$ cat src/rtl/spi_master_multi_if.sv
// Pin and command bundle for spi_master_multi; the master modport is the DUT view.
// Carries the optional Loopback input when SPI_LOOPBACK_EN is defined.
interface spi_master_multi_if #(
    parameter int DATA_W = 8,
    parameter int NUM_CS = 4,
    parameter int CS_W   = (NUM_CS > 1) ? $clog2(NUM_CS) : 1
);
    // Start/T_Ready: a request is taken on any rising CLK edge where both are high;
    // T_Data/T_CS/mode bits are captured on that edge. R_Valid is a one-cycle strobe
    // with no back-pressure; R_Data holds its value until the next strobe.
    logic              Start;
    logic [DATA_W-1:0] T_Data;
    logic [CS_W-1:0]   T_CS;
    logic              CPOL;
    logic              CPHA;
    logic              LSB_First;
`ifdef SPI_LOOPBACK_EN
    logic              Loopback;
`endif
    logic              T_Ready;
    logic              Busy;
    logic [DATA_W-1:0] R_Data;
    logic              R_Valid;
    logic              SCLK;
    logic              MOSI;
    logic              MISO;
    logic [NUM_CS-1:0] CS_n;
    logic [1:0]        dbg_state;

    modport master (
        input  Start, T_Data, T_CS, CPOL, CPHA, LSB_First, MISO,
`ifdef SPI_LOOPBACK_EN
        input  Loopback,
`endif
        output T_Ready, Busy, R_Data, R_Valid, SCLK, MOSI, CS_n, dbg_state
    );

    modport slave (
        output Start, T_Data, T_CS, CPOL, CPHA, LSB_First, MISO,
`ifdef SPI_LOOPBACK_EN
        output Loopback,
`endif
        input  T_Ready, Busy, R_Data, R_Valid, SCLK, MOSI, CS_n, dbg_state
    );
endinterface

$ cat src/rtl/spi_master_multi.sv
// Parametrised SPI master: DATA_W-bit words, CLK_DIV half-period divider, NUM_CS one-hot selects,
// all CPOL/CPHA modes, MSB/LSB first. SPI_LOOPBACK_EN adds a Loopback input (MOSI fed back to RX).
module spi_master_multi #(
    parameter int DATA_W  = 8,
    parameter int CLK_DIV = 4,
    parameter int NUM_CS  = 4
) (
    input logic                CLK,
    input logic                Reset,
    spi_master_multi_if.master bus
);
    localparam int CS_W   = (NUM_CS > 1) ? $clog2(NUM_CS) : 1;
    localparam int DIV_W  = (CLK_DIV > 1) ? $clog2(CLK_DIV) : 1;
    localparam int EDGE_W = $clog2(2 * DATA_W);
    localparam logic [DIV_W-1:0]  DIV_LAST  = DIV_W'(CLK_DIV - 1);
    localparam logic [EDGE_W-1:0] EDGE_LAST = EDGE_W'(2 * DATA_W - 1);

    typedef enum logic [1:0] {
        ST_IDLE  = 2'd0,
        ST_LEAD  = 2'd1,
        ST_XFER  = 2'd2,
        ST_TRAIL = 2'd3
    } state_e;

    state_e            state_q, state_d;
    logic [DIV_W-1:0]  div_q, div_d;
    logic [EDGE_W-1:0] edge_q, edge_d;
    logic [DATA_W-1:0] tx_q, tx_d;
    logic [DATA_W-1:0] rx_q, rx_d;
    logic              cpol_q, cpol_d;
    logic              cpha_q, cpha_d;
    logic              lsb_q, lsb_d;
    logic              sclk_q, sclk_d;
    logic              mosi_q, mosi_d;
    logic [NUM_CS-1:0] cs_n_q, cs_n_d;
    logic [DATA_W-1:0] r_data_q, r_data_d;
    logic              r_valid_q, r_valid_d;
    logic              rx_bit;
    logic              sample_now;
    logic              shift_now;

    function automatic logic first_bit(input logic [DATA_W-1:0] w, input logic lsb);
        return lsb ? w[0] : w[DATA_W-1];
    endfunction

    // Out-of-range indices decode to no select; the transfer still runs.
    function automatic logic [NUM_CS-1:0] cs_decode(input logic [CS_W-1:0] idx);
        logic [NUM_CS-1:0] v;
        v = '1;
        for (int i = 0; i < NUM_CS; i++) begin
            if (idx == CS_W'(i)) v[i] = 1'b0;
        end
        return v;
    endfunction

`ifdef SPI_LOOPBACK_EN
    logic loop_q, loop_d;
    assign rx_bit = loop_q ? mosi_q : bus.MISO;
`else
    assign rx_bit = bus.MISO;
`endif

    always_comb begin
        state_d    = state_q;
        div_d      = div_q;
        edge_d     = edge_q;
        tx_d       = tx_q;
        rx_d       = rx_q;
        cpol_d     = cpol_q;
        cpha_d     = cpha_q;
        lsb_d      = lsb_q;
        sclk_d     = sclk_q;
        mosi_d     = mosi_q;
        cs_n_d     = cs_n_q;
        r_data_d   = r_data_q;
        r_valid_d  = 1'b0;
        sample_now = 1'b0;
        shift_now  = 1'b0;
`ifdef SPI_LOOPBACK_EN
        loop_d     = loop_q;
`endif
        case (state_q)
            ST_IDLE: begin
                sclk_d = bus.CPOL;
                mosi_d = 1'b0;
                cs_n_d = '1;
                if (bus.Start) begin
                    state_d = ST_LEAD;
                    div_d   = '0;
                    edge_d  = '0;
                    tx_d    = bus.T_Data;
                    rx_d    = '0;
                    cpol_d  = bus.CPOL;
                    cpha_d  = bus.CPHA;
                    lsb_d   = bus.LSB_First;
                    cs_n_d  = cs_decode(bus.T_CS);
                    // CPHA=0 slaves sample on the first edge, so the first bit leads CS.
                    mosi_d  = bus.CPHA ? 1'b0 : first_bit(bus.T_Data, bus.LSB_First);
`ifdef SPI_LOOPBACK_EN
                    loop_d  = bus.Loopback;
`endif
                end
            end
            ST_LEAD: begin
                if (div_q == DIV_LAST) begin
                    div_d   = '0;
                    state_d = ST_XFER;
                end else begin
                    div_d = div_q + 1'b1;
                end
            end
            ST_XFER: begin
                if (div_q == DIV_LAST) begin
                    div_d      = '0;
                    sclk_d     = ~sclk_q;
                    edge_d     = edge_q + 1'b1;
                    sample_now = cpha_q ? edge_q[0] : ~edge_q[0];
                    shift_now  = cpha_q ? ~edge_q[0] : (edge_q[0] && (edge_q != EDGE_LAST));
                    if (sample_now) begin
                        rx_d = lsb_q ? {rx_bit, rx_q[DATA_W-1:1]} : {rx_q[DATA_W-2:0], rx_bit};
                    end
                    if (shift_now) begin
                        // CPHA=1 presents its first bit on edge 0 without consuming the shifter.
                        if (cpha_q && (edge_q == '0)) begin
                            mosi_d = first_bit(tx_q, lsb_q);
                        end else begin
                            tx_d   = lsb_q ? (tx_q >> 1) : (tx_q << 1);
                            mosi_d = first_bit(tx_d, lsb_q);
                        end
                    end
                    if (edge_q == EDGE_LAST) begin
                        state_d = ST_TRAIL;
                        edge_d  = '0;
                    end
                end else begin
                    div_d = div_q + 1'b1;
                end
            end
            ST_TRAIL: begin
                sclk_d = cpol_q;
                if (div_q == DIV_LAST) begin
                    div_d     = '0;
                    state_d   = ST_IDLE;
                    cs_n_d    = '1;
                    mosi_d    = 1'b0;
                    r_data_d  = rx_q;
                    r_valid_d = 1'b1;
                end else begin
                    div_d = div_q + 1'b1;
                end
            end
            default: state_d = ST_IDLE;
        endcase
    end

    always_ff @(posedge CLK) begin
        if (Reset) begin
            state_q   <= ST_IDLE;
            div_q     <= '0;
            edge_q    <= '0;
            tx_q      <= '0;
            rx_q      <= '0;
            cpol_q    <= 1'b0;
            cpha_q    <= 1'b0;
            lsb_q     <= 1'b0;
            sclk_q    <= 1'b0;
            mosi_q    <= 1'b0;
            cs_n_q    <= '1;
            r_data_q  <= '0;
            r_valid_q <= 1'b0;
`ifdef SPI_LOOPBACK_EN
            loop_q    <= 1'b0;
`endif
        end else begin
            state_q   <= state_d;
            div_q     <= div_d;
            edge_q    <= edge_d;
            tx_q      <= tx_d;
            rx_q      <= rx_d;
            cpol_q    <= cpol_d;
            cpha_q    <= cpha_d;
            lsb_q     <= lsb_d;
            sclk_q    <= sclk_d;
            mosi_q    <= mosi_d;
            cs_n_q    <= cs_n_d;
            r_data_q  <= r_data_d;
            r_valid_q <= r_valid_d;
`ifdef SPI_LOOPBACK_EN
            loop_q    <= loop_d;
`endif
        end
    end

    assign bus.T_Ready   = (state_q == ST_IDLE);
    assign bus.Busy      = (state_q != ST_IDLE);
    assign bus.R_Data    = r_data_q;
    assign bus.R_Valid   = r_valid_q;
    assign bus.SCLK      = sclk_q;
    assign bus.MOSI      = mosi_q;
    assign bus.CS_n      = cs_n_q;
    assign bus.dbg_state = state_q;
endmodule

$ cat src/flat_wrapper.sv
// flat-port wrapper written by rule: the top's interface ports become plain ports
module spi_master_multi_flat 
#(
    parameter int DATA_W  = 8,
    parameter int CLK_DIV = 4,
    parameter int NUM_CS  = 4
)
  (CLK, Reset, bus_Start, bus_T_Data, bus_T_CS, bus_CPOL, bus_CPHA, bus_LSB_First, bus_MISO, bus_T_Ready, bus_Busy, bus_R_Data, bus_R_Valid, bus_SCLK, bus_MOSI, bus_CS_n, bus_dbg_state);
  spi_master_multi_if #(.DATA_W(DATA_W), .NUM_CS(NUM_CS)) bus_i ();
  input logic CLK;
  input logic Reset;
  input wire logic [$bits(bus_i.Start)-1:0] bus_Start;
  input wire logic [$bits(bus_i.T_Data)-1:0] bus_T_Data;
  input wire logic [$bits(bus_i.T_CS)-1:0] bus_T_CS;
  input wire logic [$bits(bus_i.CPOL)-1:0] bus_CPOL;
  input wire logic [$bits(bus_i.CPHA)-1:0] bus_CPHA;
  input wire logic [$bits(bus_i.LSB_First)-1:0] bus_LSB_First;
  input wire logic [$bits(bus_i.MISO)-1:0] bus_MISO;
  output wire logic [$bits(bus_i.T_Ready)-1:0] bus_T_Ready;
  output wire logic [$bits(bus_i.Busy)-1:0] bus_Busy;
  output wire logic [$bits(bus_i.R_Data)-1:0] bus_R_Data;
  output wire logic [$bits(bus_i.R_Valid)-1:0] bus_R_Valid;
  output wire logic [$bits(bus_i.SCLK)-1:0] bus_SCLK;
  output wire logic [$bits(bus_i.MOSI)-1:0] bus_MOSI;
  output wire logic [$bits(bus_i.CS_n)-1:0] bus_CS_n;
  output wire logic [$bits(bus_i.dbg_state)-1:0] bus_dbg_state;
  assign bus_i.Start = bus_Start;
  assign bus_i.T_Data = bus_T_Data;
  assign bus_i.T_CS = bus_T_CS;
  assign bus_i.CPOL = bus_CPOL;
  assign bus_i.CPHA = bus_CPHA;
  assign bus_i.LSB_First = bus_LSB_First;
  assign bus_i.MISO = bus_MISO;
  assign bus_T_Ready = bus_i.T_Ready;
  assign bus_Busy = bus_i.Busy;
  assign bus_R_Data = bus_i.R_Data;
  assign bus_R_Valid = bus_i.R_Valid;
  assign bus_SCLK = bus_i.SCLK;
  assign bus_MOSI = bus_i.MOSI;
  assign bus_CS_n = bus_i.CS_n;
  assign bus_dbg_state = bus_i.dbg_state;
  spi_master_multi #(.DATA_W(DATA_W), .CLK_DIV(CLK_DIV), .NUM_CS(NUM_CS)) u_core (.CLK(CLK), .Reset(Reset), .bus(bus_i));
endmodule
$ cat config.mk
export PLATFORM = sky130hd
export DESIGN_NAME = spi_master_multi_flat
export DESIGN_NICKNAME = d
export VERILOG_FILES = /design/src/rtl/spi_master_multi_if.sv /design/src/rtl/spi_master_multi.sv /design/src/flat_wrapper.sv
export SDC_FILE = /design/constraint.sdc
export NUM_CORES = 1
export LEC_CHECK = 0
export CORE_MARGIN = 4
export CORE_UTILIZATION = 38
export DETAILED_ROUTE_END_ITERATION = 10
export GPL_TIMING_DRIVEN = 1
export PLACE_DENSITY = 0.58
export SETUP_SLACK_MARGIN = 0.05
export SYNTH_ARGS = -nofsm -noshare
export SYNTH_HDL_FRONTEND = slang
export SYNTH_SLANG_ARGS = --single-unit
$ cat constraint.sdc
create_clock -name CLK -period 2.8 [get_ports CLK]
set_clock_uncertainty 0.15 [all_clocks]
set_input_delay 0.42 -clock CLK [delete_from_list [all_inputs] [get_ports CLK]]
set_output_delay 0.42 -clock CLK [all_outputs]
set_load 0.005 [all_outputs]
==> key figures <==
Status
  • Outcome: completed

Die
  • Vert. Die Dim: 84.3 um
  • Io pins: 36
  • Core footprint: 5570 sq um
  • Core Rows: 27
  • Initial Util: between 30 and 40%
  • Die width: ~84 um
  • Die Footprint: 7110 sq um

Pwr
  • Internal Power: 1300 uW
  • Switching part of the total power: 38.6%
  • Clock share of power: 18.7%
  • Leakage: roughly 0.00095 uW
  • VDD IR max: 0.000258 V
  • Part of the power in registers: 36.1%
  • Power Dens Cells: 786 nW/um^2
  • Switching Power: 819 uW
  • Comb power frac: 45.2%

Synth
  • Largest family of logic cells by synthesized area: simple AND/OR/NAND/NOR gates
  • Synth warnings: 0
  • Synth cell count leaders: dfxtp_1 (42), nand2_1 (36), a21oi_1 (30)
  • Mux cell area share after synthesis: 12.6%
  • Simple-gate share of the synthesized area: 20.1%
  • Synthesized Nets: 286
  • Ys async rst share: 0%
  • Post-synth top area share: 38.0%
  • Synth top area cells: dfxtp_1 (38%), mux2i_1 (10%), a21oi_1 (6.8%), nand2_1 (6.1%), nor2_1 (4.6%)
  • Synth unique cells: 42
  • Most common cell in the synthesized netlist: dfxtp_1
  • Number of flops mapped to enable cells by yosys: 0
  • Syn avg cell area: roughly 8.5 sq um
  • Synth Area in Adders: 4.52%
  • Seq/Total Area, Yosys: 38.0%
  • Syn Inst Count: 261
  • Synth Area in XOR/XNOR: 0.396%
  • #FFs+latches synth: 42
  • Compound-Gate Fraction of Synth Area: 19.3%
  • Most used DFF post-synth: dfxtp_1
  • Synth area leader: dfxtp_1
  • Cell Area, Synth: 2210 sq um

STA
  • RSZ-0062 raised after global routing: no
  • Fmax: 423 MHz
  • Pins Over Slew Limit: 0
  • Crit path time final: 2.37 ns
  • Final setup vio count: 0
  • Slew HR: 67.8%
  • Crit share post-route: 84.5%
  • Tightest Pin Transition: 0.477 ns
  • Total negative slack: 0 ns
  • Hold Violations, Final: 0

Clock tree
  • CTS sink cnt: 42
  • Post-CTS Setup Bufs: 0
  • Root buffer cell: clkbuf_8
  • # hold bufs at CTS: 0
  • Clock Pin Slew Worst Setup and Hold Paths: 0.09 ns
  • Clock Latency Late Sink: ~0.30 ns
  • Post-cts sizing count: 0
  • CTS tree: done
  • Max clock buf depth: 2
  • Total CTS buffers: 5
  • CTS H-tree depth: 2

Hold path
  • Hold_sp: u_core.bus.R_Data[2]
  • Worst Hold Class: reg -> reg

Critical path
  • Critical path class: reg -> out
  • Critical Path RT: roughly 2.2 ns
  • Worst R2R Start: u_core.bus.dbg_state[0]
  • Critical Path Start Type: flip-flop
  • Crit path launch: u_core.bus.dbg_state[1]
  • CP max FO: 11
  • Flop2flop setup slack: roughly 0.56 ns
  • Critical Path AT: 1.80 ns
  • CP Capture Type: primary output

Place
  • Detail Placement HPWL: 3.65 mm
  • Placed cell area: 2620 sq um
  • Port bufs: 35
  • GPL Wtd Cong: slightly below 0.8

Cells and area
  • Share of cells above drive strength 1: between 7 and 8%
  • Area added between synthesis and finish: 22.2%
  • Design Area, Final: 2700 sq um
  • Nets@finish: 317
  • Number of fill cells in the layout: 556
  • Ant. Diodes: 0

Route
  • DRT Wirelength: 5.23 mm
  • Detailed-route via count: 1920
  • Initial DRC count: 97
  • DR pass1 iterations: 4
  • Avg Vias per Cell: 5.26
  • Antenna Nets Post-Route: 0
  • DRC viols: 0
  • Drt wl/cell: 14.3 um

GRT
  • First-pass GRT wire length: 8.78 mm
  • Initial antenna violation count: 0
  • Vias in the first global route: 1817
  • GRT Overall Usage: 14.9%
  • GR Overflow Total: 0
  • Pin count of the biggest net entering global routing: 43

Flow run
  • MaxCap Viol Count: 0
## logic make-up after synthesis
| group | Yosys count |
|---|---|
| simple gates | 94 |
| compound gates | 66 |
| flops | 42 |
| mux | 26 |
| buf+inv | 24 |
| fa+ha+maj | 8 |
| xor+xnor | 1 |
## stage by stage
stage / cells / setup WS (ns) / utilization [%] / total power (uW) / hold slack (ns)
floorplan: 261 / 0.783 / - / 1460 / 0.286
global placement: 357 / 0.620 / 46.9 / 1730 / 0.294
detailed placement: 357 / 0.570 / 46.9 / 1740 / 0.301
CTS: 365 / 0.415 / 48.5 / 2130 / 0.313
global route: 365 / 0.322 / 48.5 / 2270 / 0.323
finish: 365 / 0.434 / 48.5 / 2120 / 0.313
## power groups by stage
stage               sequential (uW)  combinational [uW]  clock [uW]
CTS                             765                 962         407
global route                    778                1060         432
finish                          766                 961         398
global placement                778                 952           0
detailed placement              778                 959           0
floorplan                       760                 696           0
## metal layers
| metal | GRT usage, % | share of wire (%) | vias to the layer above |
|---|---|---|---|
| met5 | 0 | 0 | - |
| met4 | 3.95 | 1.1 | 0 |
| met3 | 3.43 | 3.9 | 5 |
| met2 | 22.5 | 45 | 33 |
| met1 | 21.4 | 50 | 899 |
| li1 | - | - | 983 |
## final cells by class
cell class / count / area [sq um] / area share [%]
inverter: 6 / 22.5 / 0.833
tap: 72 / 90.1 / 3.33
multi-input combinational: 195 / 1260 / 46.6
sequential: 42 / 841 / 31.1
clock buffer: 6 / 72.6 / 2.69
clock inverter: 2 / 13.8 / 0.509
timing repair buffer: 42 / 403 / 14.9
## worst paths after layout
| check | end | depth (start not counted) |
|---|---|---|
| max reg2reg | u_core.tx_q[6] | 7 |
| max | bus_T_Ready | 3 |
| min reg2reg | u_core.bus.R_Data[2] | 2 |
| min | u_core.bus.R_Data[2] | 2 |
## critical path, cell delays in order (launching register included)
cell and delay, ns:
dfxtp_1 0.35, inv_1 0.13, ha_1 0.44, clkdlybuf4s50_1 0.58
## registers in the layout, indices dropped and copies added, names as in the netlist
register              count
u_core.bus.R_Data         8
u_core.cpol_q             1
u_core.bus.R_Valid        1
u_core.bus.SCLK           1
u_core.cpha_q             1
u_core.edge_q             4
u_core.div_q              2
u_core.lsb_q              1
u_core.rx_q               8
u_core.bus.CS_n           4
u_core.bus.dbg_state      2
u_core.bus.MOSI           1
u_core.tx_q               8
## cells in the final DEF, fill, tap and decap left out, types with 3 or more instances in the layout
| cell type | netlist | routed |
|---|---|---|
| a21oi_1 | 30 | 30 |
| a311oi_1 | 5 | 5 |
| and3_1 | 3 | 3 |
| buf_4 | 1 | 7 |
| clkbuf_8 | 0 | 5 |
| clkdlybuf4s50_1 | 0 | 35 |
| dfxtp_1 | 42 | 42 |
| ha_1 | 8 | 8 |
| inv_1 | 5 | 5 |
| mux2i_1 | 23 | 23 |
| nand2_1 | 36 | 36 |
| nand2b_1 | 8 | 8 |
| nand3_1 | 7 | 7 |
| nor2_1 | 27 | 27 |
| o2111ai_1 | 6 | 6 |
| o21ai_0 | 11 | 11 |
(Power assumes the default switching activity.)
